[config.mk]
export PLATFORM = sky130hd
export DESIGN_NAME = prefetch_queue
export DESIGN_NICKNAME = d
export VERILOG_FILES = /design/src/rtl/prefetch_queue.sv
export SDC_FILE = /design/constraint.sdc
export NUM_CORES = 1
export LEC_CHECK = 0
export BUFFER_PORTS_ARGS = -buffer_cell sky130_fd_sc_hd__buf_2
export CAP_MARGIN = 20
export CORE_MARGIN = 5
export CORE_UTILIZATION = 58
export CTS_CLUSTER_DIAMETER = 60
export CTS_CLUSTER_SIZE = 24
export DETAILED_ROUTE_END_ITERATION = 10
export PLACE_DENSITY = 0.79
export SLEW_MARGIN = 20
export SYNTH_ARGS = -nofsm -noshare
export SYNTH_HDL_FRONTEND = slang
export SYNTH_SLANG_ARGS = --single-unit
[constraint.sdc]
create_clock -name clk -period 2.4 [get_ports clk]
set_input_delay 0.48 -clock clk [delete_from_list [all_inputs] [get_ports clk]]
set_output_delay 0.48 -clock clk [all_outputs]
set_load 0.01 [all_outputs]
[src/rtl/prefetch_queue.sv]
// rtl/prefetch_queue.sv - halfword-to-word instruction prefetch queue
module prefetch_queue #(
  parameter int DEPTH = 4,
  parameter int AW    = 16
) (
  input  logic                       clk,
  input  logic                       reset,
  input  logic [15:0]                bus,
  input  logic                       wr_valid,
  output logic                       wr_ready,
  output logic [AW-1:0]              fetch_address,
  input  logic                       flush,
  input  logic [AW-1:0]              flush_addr,
  output logic [31:0]                ir,
  output logic                       ir_valid,
  input  logic                       ir_ready,
  output logic [$clog2(DEPTH):0]     count
);

  localparam int PW = $clog2(DEPTH);
  localparam int CW = PW + 1;

  typedef enum logic {LOW = 1'b0, HIGH = 1'b1} state_e;

  state_e              state_q, state_d;
  logic [15:0]         hold_q, hold_d;
  logic [PW-1:0]       head_q, head_d;
  logic [PW-1:0]       tail_q, tail_d;
  logic [CW-1:0]       count_q, count_d;
  logic [AW-1:0]       fetch_q, fetch_d;
  logic [31:0]         mem_q [DEPTH];
  logic [31:0]         mem_d [DEPTH];

  logic xfer;
  logic push;
  logic pop;

  // Only a high half can complete a word, so a full queue stalls only in HIGH.
  assign wr_ready      = !(state_q == HIGH && count_q == CW'(DEPTH));
  assign ir_valid      = (count_q != '0);
  assign ir            = ir_valid ? mem_q[head_q] : 32'h0000_0000;
  assign count         = count_q;
  assign fetch_address = fetch_q;

  assign xfer = wr_valid && wr_ready;
  assign push = xfer && (state_q == HIGH);
  assign pop  = ir_valid && ir_ready;

  always_comb begin
    state_d = state_q;
    hold_d  = hold_q;
    head_d  = head_q;
    tail_d  = tail_q;
    count_d = count_q;
    fetch_d = fetch_q;
    mem_d   = mem_q;

    if (flush) begin
      state_d = LOW;
      hold_d  = 16'h0000;
      head_d  = '0;
      tail_d  = '0;
      count_d = '0;
      fetch_d = flush_addr;
    end else begin
      if (xfer) begin
        fetch_d = fetch_q + AW'(1);
        if (state_q == LOW) begin
          hold_d  = bus;
          state_d = HIGH;
        end else begin
          state_d        = LOW;
          mem_d[tail_q]  = {bus, hold_q};
          tail_d         = tail_q + PW'(1);
        end
      end
      if (pop) begin
        head_d = head_q + PW'(1);
      end
      case ({push, pop})
        2'b10:   count_d = count_q + CW'(1);
        2'b01:   count_d = count_q - CW'(1);
        default: count_d = count_q;
      endcase
    end
  end

  always_ff @(posedge clk or negedge reset) begin
    if (!reset) begin
      state_q <= LOW;
      hold_q  <= 16'h0000;
      head_q  <= '0;
      tail_q  <= '0;
      count_q <= '0;
      fetch_q <= '0;
      for (int i = 0; i < DEPTH; i++) begin
        mem_q[i] <= 32'h0000_0000;
      end
    end else begin
      state_q <= state_d;
      hold_q  <= hold_d;
      head_q  <= head_d;
      tail_q  <= tail_d;
      count_q <= count_d;
      fetch_q <= fetch_d;
      mem_q   <= mem_d;
    end
  end

endmodule

### Yosys cells after proc, flatten, opt, wreduce, memory -nomap -nowiden

Cells that the tools add are included.

* $add $sub $neg: 5
* $mul: 0
* divide/modulo/power cells: 0
* order comparisons: 3
* equality and inequality tests: 4
* shifts and indexed selects: 0
* multiplexer cells: 22
* bitwise gates (word level): 3
* reduce and logical (&&, ||, !) cells: 14

Operators by type and width (number)
* $bwmux W128: 1
* $mux W32: 4
* $mux W16: 5
* $bmux W32 S2: 1
* $demux W32 S2: 1
* $add A16 B1 Y16 const B: 1
* $mux W2: 5
* $ge A3 B3 Y1 const B: 2
* $not A2 Y3: 2
* $pmux W3 S2: 1
* $reduce_bool A2 Y1: 3
* $reduce_bool A3 Y1: 2
* $logic_and A1 B1 Y1: 5
* $add A2 B1 Y2 const B: 2
* $reduce_and A2 Y1: 2
* $add A3 B1 Y3 const B: 1
* $eq A3 B3 Y1 const B: 1
* $lt A3 B1 Y1 const B: 1
* $mux W1: 3
* $mux W3: 1
* $reduce_and A3 Y1: 1
* $sub A3 B1 Y3 const B: 1
* $eq A2 B1 Y1 const B: 1
* $eq A2 B2 Y1 const B: 1
* 3 further kinds: 3

* flip-flop bits (word level): 168
* bits in latches: 0
* bits in writable memories: 0
* bits in read-only memories: 0
* bits of input ports: 37
* output and inout bits: 53
* logic and storage cells: 61
* memories: 0

### Longest topological paths before layout

* depth after elaboration: 8
* gate-level depth with buffers: 8
* gate-level depth less buffers: 7

### Worst setup path after synthesis

OpenSTA, ideal clock, no wires.

* path kind: reg-to-output
* start point: reg head_q[0]
* end point: out ir[10]
* data arrival time: 1.652 ns
* required time: 1.920 ns
* slack: 0.268 ns
* cell stages (with the launch flop): 5
* buffers on the path: 2
* path through: dfrtp_1 -> clkbuf_1 -> buf_2 -> mux4_2 -> and2_1

* word-level cells in the longest chain between the ends: 5

Ends and longest elaborated chain
* start, declared: line 27 `logic [PW-1:0] head_q, head_d;`
* start signal, assigned: line 92 `head_q <= '0;`
* start signal, assigned: line 102 `head_q <= head_d;`
* $not A2 Y3 (implied by the code): line 41 `assign ir = ir_valid ? mem_q[head_q] : 32'h0000_0000;`
* $bmux W32 S2: line 41
* $mux W32 (implied by the code) (2 in series): line 41
* $mux W32: line 41
* end, declared: line 14 `output logic [31:0] ir,`

No other way between the ends. The select of a mux whose other input is x is not followed.

### Final worst setup path

* start point: reg head_q[0]
* end point: out ir[23]

The elaborated chain is that of the path after synthesis.

==> insert_results.sql <==
INSERT INTO impl_metrics (metric_group, metric, value, unit) VALUES
('synthesis', 'syn-num-nets', '625', ''),
('worst_setup_path', 'worstSetupEndpointType', 'primary output', ''),
('clock_tree', 'cts.clk_slew.worst_paths', '0.06', 'ns'),
('clock_tree', 'cts_tree', 'done', ''),
('clock_tree', 'htreeDepth', '4', ''),
('die', 'die_width', '126', 'µm'),
('final_layout', 'finalCoreUtilization', '69.8', '%'),
('final_layout', 'final_layout_size_suffix_gt1_share', '47.1', '%'),
('status', 'run_status', 'finished clean', ''),
('worst_setup_path', 'cp-start-kind', 'flop', ''),
('place', 'portBuffers', '89', ''),
('drt', 'dr.first_iter.drc_count', '381', ''),
('drt', 'first_pass_iters', '4', ''),
('sta', 'slew_headroom', '49.9', '%'),
('drt', 'route.final.wire_length', '17100', 'µm'),
('place', 'place_hpwl', '11300', 'µm'),
('sta', 'max_slew_violations', '0', ''),
('sta', 'rsz0062_at_grt', 'true', ''),
('clock_tree', 'root_buffer', 'clkbuf_16', ''),
('synthesis', 'postSynthRegisterBits', '168', ''),
('synthesis', 'postSynthCellCount', '582', ''),
('worst_setup_path', 'cp_top_family', 'multiplexers', ''),
('worst_setup_path', 'crit_path_max_fanout', '20', ''),
('global_routing', 'grt_pass1_wl', '28200', 'µm'),
('clock_tree', 'post_cts.repair.setup_buffers', '0', ''),
('drt', 'wl_per_cell', '19.9', 'µm'),
('pwr', 'max-vdd-ir-drop', '504', 'µV'),
('synthesis', 'postSynth.asyncResetShare', '100', '%'),
('drt', 'post_drt_via_cell_ratio', '5.75', ''),
('global_routing', 'grt_start_max_net_pins', '68', ''),
('die', 'placementRows', '42', ''),
('global_routing', 'track_usage', '22.7', '%'),
('global_routing', 'grt.overflow.total', '0', ''),
('final_layout', 'flow.area_growth_from_synthesis', '18.4', '%'),
('drt', 'drc_errors', '0', ''),
('worst_setup_path', 'worstPathCellList', 'buf_12, mux4_2, and2_4, buf_6', ''),
('sta', 'setup_violations', '0', ''),
('global_routing', 'vias_in_the_first_global_route', '5363', ''),
('clock_tree', 'clkSinkCount', '168', ''),
('sta', 'final_layout_worst_hold_slack', '0.0498', 'ns'),
('synthesis', 'synthFlopType', 'dfrtp_1', ''),
('worst_setup_path', 'cp_data_arrival_time', '1.87', 'ns'),
('final_layout', 'antenna_cells_inserted', '0', ''),
('sta', 'report.final.hold_viol_count', '0', ''),
('worst_setup_path', 'required', '1.92', 'ns'),
('synthesis', 'netlist_area_pre_place', '0.00777', 'mm²'),
('synthesis', 'synth_sequential_area_ratio', '54.1', '%'),
('sta', 'final_period_minus_worst_setup_slack', '2.35', 'ns'),
('sta', 'fmax', '0.425', 'GHz'),
('synthesis', 'yosys_warns', '0', ''),
('sta', 'period_share', '98.1', '%'),
('die', 'design.portCount', '90', ''),
('global_routing', 'antenna_found_initial', '0', ''),
('worst_hold_path', 'min_path_type', 'input pin to async pin', ''),
('die', 'starting_density_of_the_core', '58.9', '%'),
('place', 'place_congestion', '0.776', ''),
('sta', 'worstMarginPinSlew', '0.752', 'ns'),
('clock_tree', 'cts_buffers', '17', ''),
('worst_setup_path', 'slowest_stage', 'mux4_2', ''),
('clock_tree', 'worstSkewPairLatency', '0.42', 'ns'),
('synthesis', 'synth.avg_cell_area', '13.4', 'µm²'),
('drt', 'antenna_violating_nets_post_route', '0', ''),
('final_layout', 'final_stage_net_count', '717', ''),
('worst_setup_path', 'worst-setup-path-type', 'flop to primary output', ''),
('drt', 'vias', '4955', ''),
('die', 'fp.coreArea', '0.0132', 'mm²'),
('die', 'floorplan.die.height', '126', 'µm'),
('worst_setup_path', 'worstPathBufferInverterCount', '2', ''),
('worst_setup_path', 'critical-path-max-stage-delay', '0.55', 'ns'),
('clock_tree', 'cts_buffer_depth', '2', ''),
('pwr', 'powerDensity', '961', 'mW/mm²'),
('synthesis', 'synth-edff-count', '0', ''),
('job', 'max_capacitance_violation_count', '0', ''),
('synthesis', 'synthDistinctLibCells', '41', ''),
('sta', 'fin_worst_skew', '0.00973', 'ns'),
('pwr', 'leakage_power', '4.43', 'nW'),
('die', 'die_area', '0.0158', 'mm²');
-- Yosys cell counts (2+ instances only) --
cell | n | share of area [%]
nand2b_1 | 2 | 0.16
nor4_1 | 3 | 0.24
nor3_1 | 6 | 0.39
nand3_1 | 7 | 0.45
mux2_2 | 129 | 19
xnor2_1 | 7 | 0.79
or3_2 | 2 | 0.19
clkbuf_1 | 22 | 1.1
dfrtp_1 | 168 | 54
o21ai_0 | 11 | 0.71
nor2_1 | 15 | 0.72
nor2b_1 | 3 | 0.24
or4_1 | 3 | 0.29
buf_2 | 16 | 1.0
a31oi_1 | 6 | 0.48
and2_1 | 33 | 2.7
xor2_1 | 4 | 0.45
a21oi_1 | 19 | 1.2
inv_1 | 7 | 0.34
ha_1 | 5 | 0.80
o31ai_1 | 4 | 0.39
mux2i_1 | 3 | 0.39
nand2_1 | 58 | 2.8
mux4_2 | 32 | 9.3
-- final timing paths --
kind                                     to           from  cells after the start  slack, ns
max                                  ir[23]      head_q[0]                      4       0.05
min                               mem_q[29]          reset                      1       0.05
max reg2reg                       mem_q[71]       count[0]                      5       0.41
min reg2reg                       mem_q[23]      mem_q[23]                      1       0.50
max in group asynchronous         mem_q[79]          reset                      2       1.64
min in group clk           fetch_address[2]  flush_addr[2]                      3       0.26
-- cell families after synthesis --
| logic type | count (synthesis) | synth area share [%] |
|---|---|---|
| simple gates | 144 | 9.61 |
| compound gates | 44 | 3.22 |
| fa+ha+maj | 6 | 1.06 |
| flops | 168 | 54.1 |
| mux | 164 | 28.3 |
| buf+inv | 45 | 2.43 |
| xor+xnor | 11 | 1.24 |
-- cell type report --
| type | count | area [µm²] |
|---|---|---|
| Fill cell | 960 | 3990 |
| Sequential cell | 168 | 4210 |
| Multi-Input combinational cell | 369 | 3410 |
| Clock buffer | 23 | 478 |
| Tap cell | 176 | 220 |
| Timing Repair Buffer | 111 | 737 |
| Clock inverter | 8 | 120 |
| Inverter | 7 | 26.3 |
-- worst reg2reg max path: stages, from the launching register on --
cell	delay, ns
dfrtp_1	0.50
nor3b_1	0.39
nor3_1	0.16
nand2_1	0.13
buf_4	0.30
mux2_2	0.39
-- layer usage --
metal / global-route usage (%) / share of wire [%]
met1: 29.6 / 43
met2: 39.0 / 52
met3: 5.21 / 4.0
met4: 5.36 / 0.90
met5: 0 / 0
-- power by group --
group	switching (mW)	total, mW	internal [mW]
Combinational	1.14	2.55	1.41
Clock	1.05	2.76	1.71
Sequential	0.288	3.53	3.24
-- state kept, by name, indices dropped and copies added, names as in the netlist --
register       cells
mem_q            128
count              3
state_q            1
hold_q            16
head_q             2
fetch_address     16
tail_q             2
-- stage by stage --
| stage | cells | cell area (µm²) | total power, mW | setup TNS, ns | worst slack [ns] |
|---|---|---|---|---|---|
| 2_1_floorplan | 582 | 7770 | 5.06 | 0 | 0.268 |
| 3_3_place_gp | 831 | 8490 | 5.83 | 0 | 0.411 |
| 3_5_place_dp | 831 | 8490 | 5.93 | 0 | 0.329 |
| 4_1_cts | 862 | 9090 | 8.72 | 0 | 0.0126 |
| 5_1_grt | 862 | 9200 | 9.28 | -0.153 | -0.0342 |
| 6_report | 862 | 9200 | 8.84 | 0 | 0.0462 |
-- cells in the final DEF (no fill, tap or decap), types with 4 or more instances in the layout --
master,synthesis,routed
o31ai_1,4,4
inv_1,7,7
nor3_1,6,6
xnor2_1,7,7
and2_1,33,20
nor2_1,15,15
buf_2,16,76
buf_6,0,13
mux4_2,32,32
mux2_2,129,129
nand2_1,58,58
clkbuf_16,0,17
nand3_1,7,7
ha_1,5,5
a21oi_1,19,19
dfrtp_1,168,165
xor2_1,4,4
o21ai_0,11,11
buf_4,0,18
and2_4,0,13
a31oi_1,6,6
-- what timing repair did --
action	CTS	global route
pin swaps	0	3
hold buffers	0	0
setup endpoints to repair	14	28
resized for setup	2	27
(Power assumes the default switching activity.)
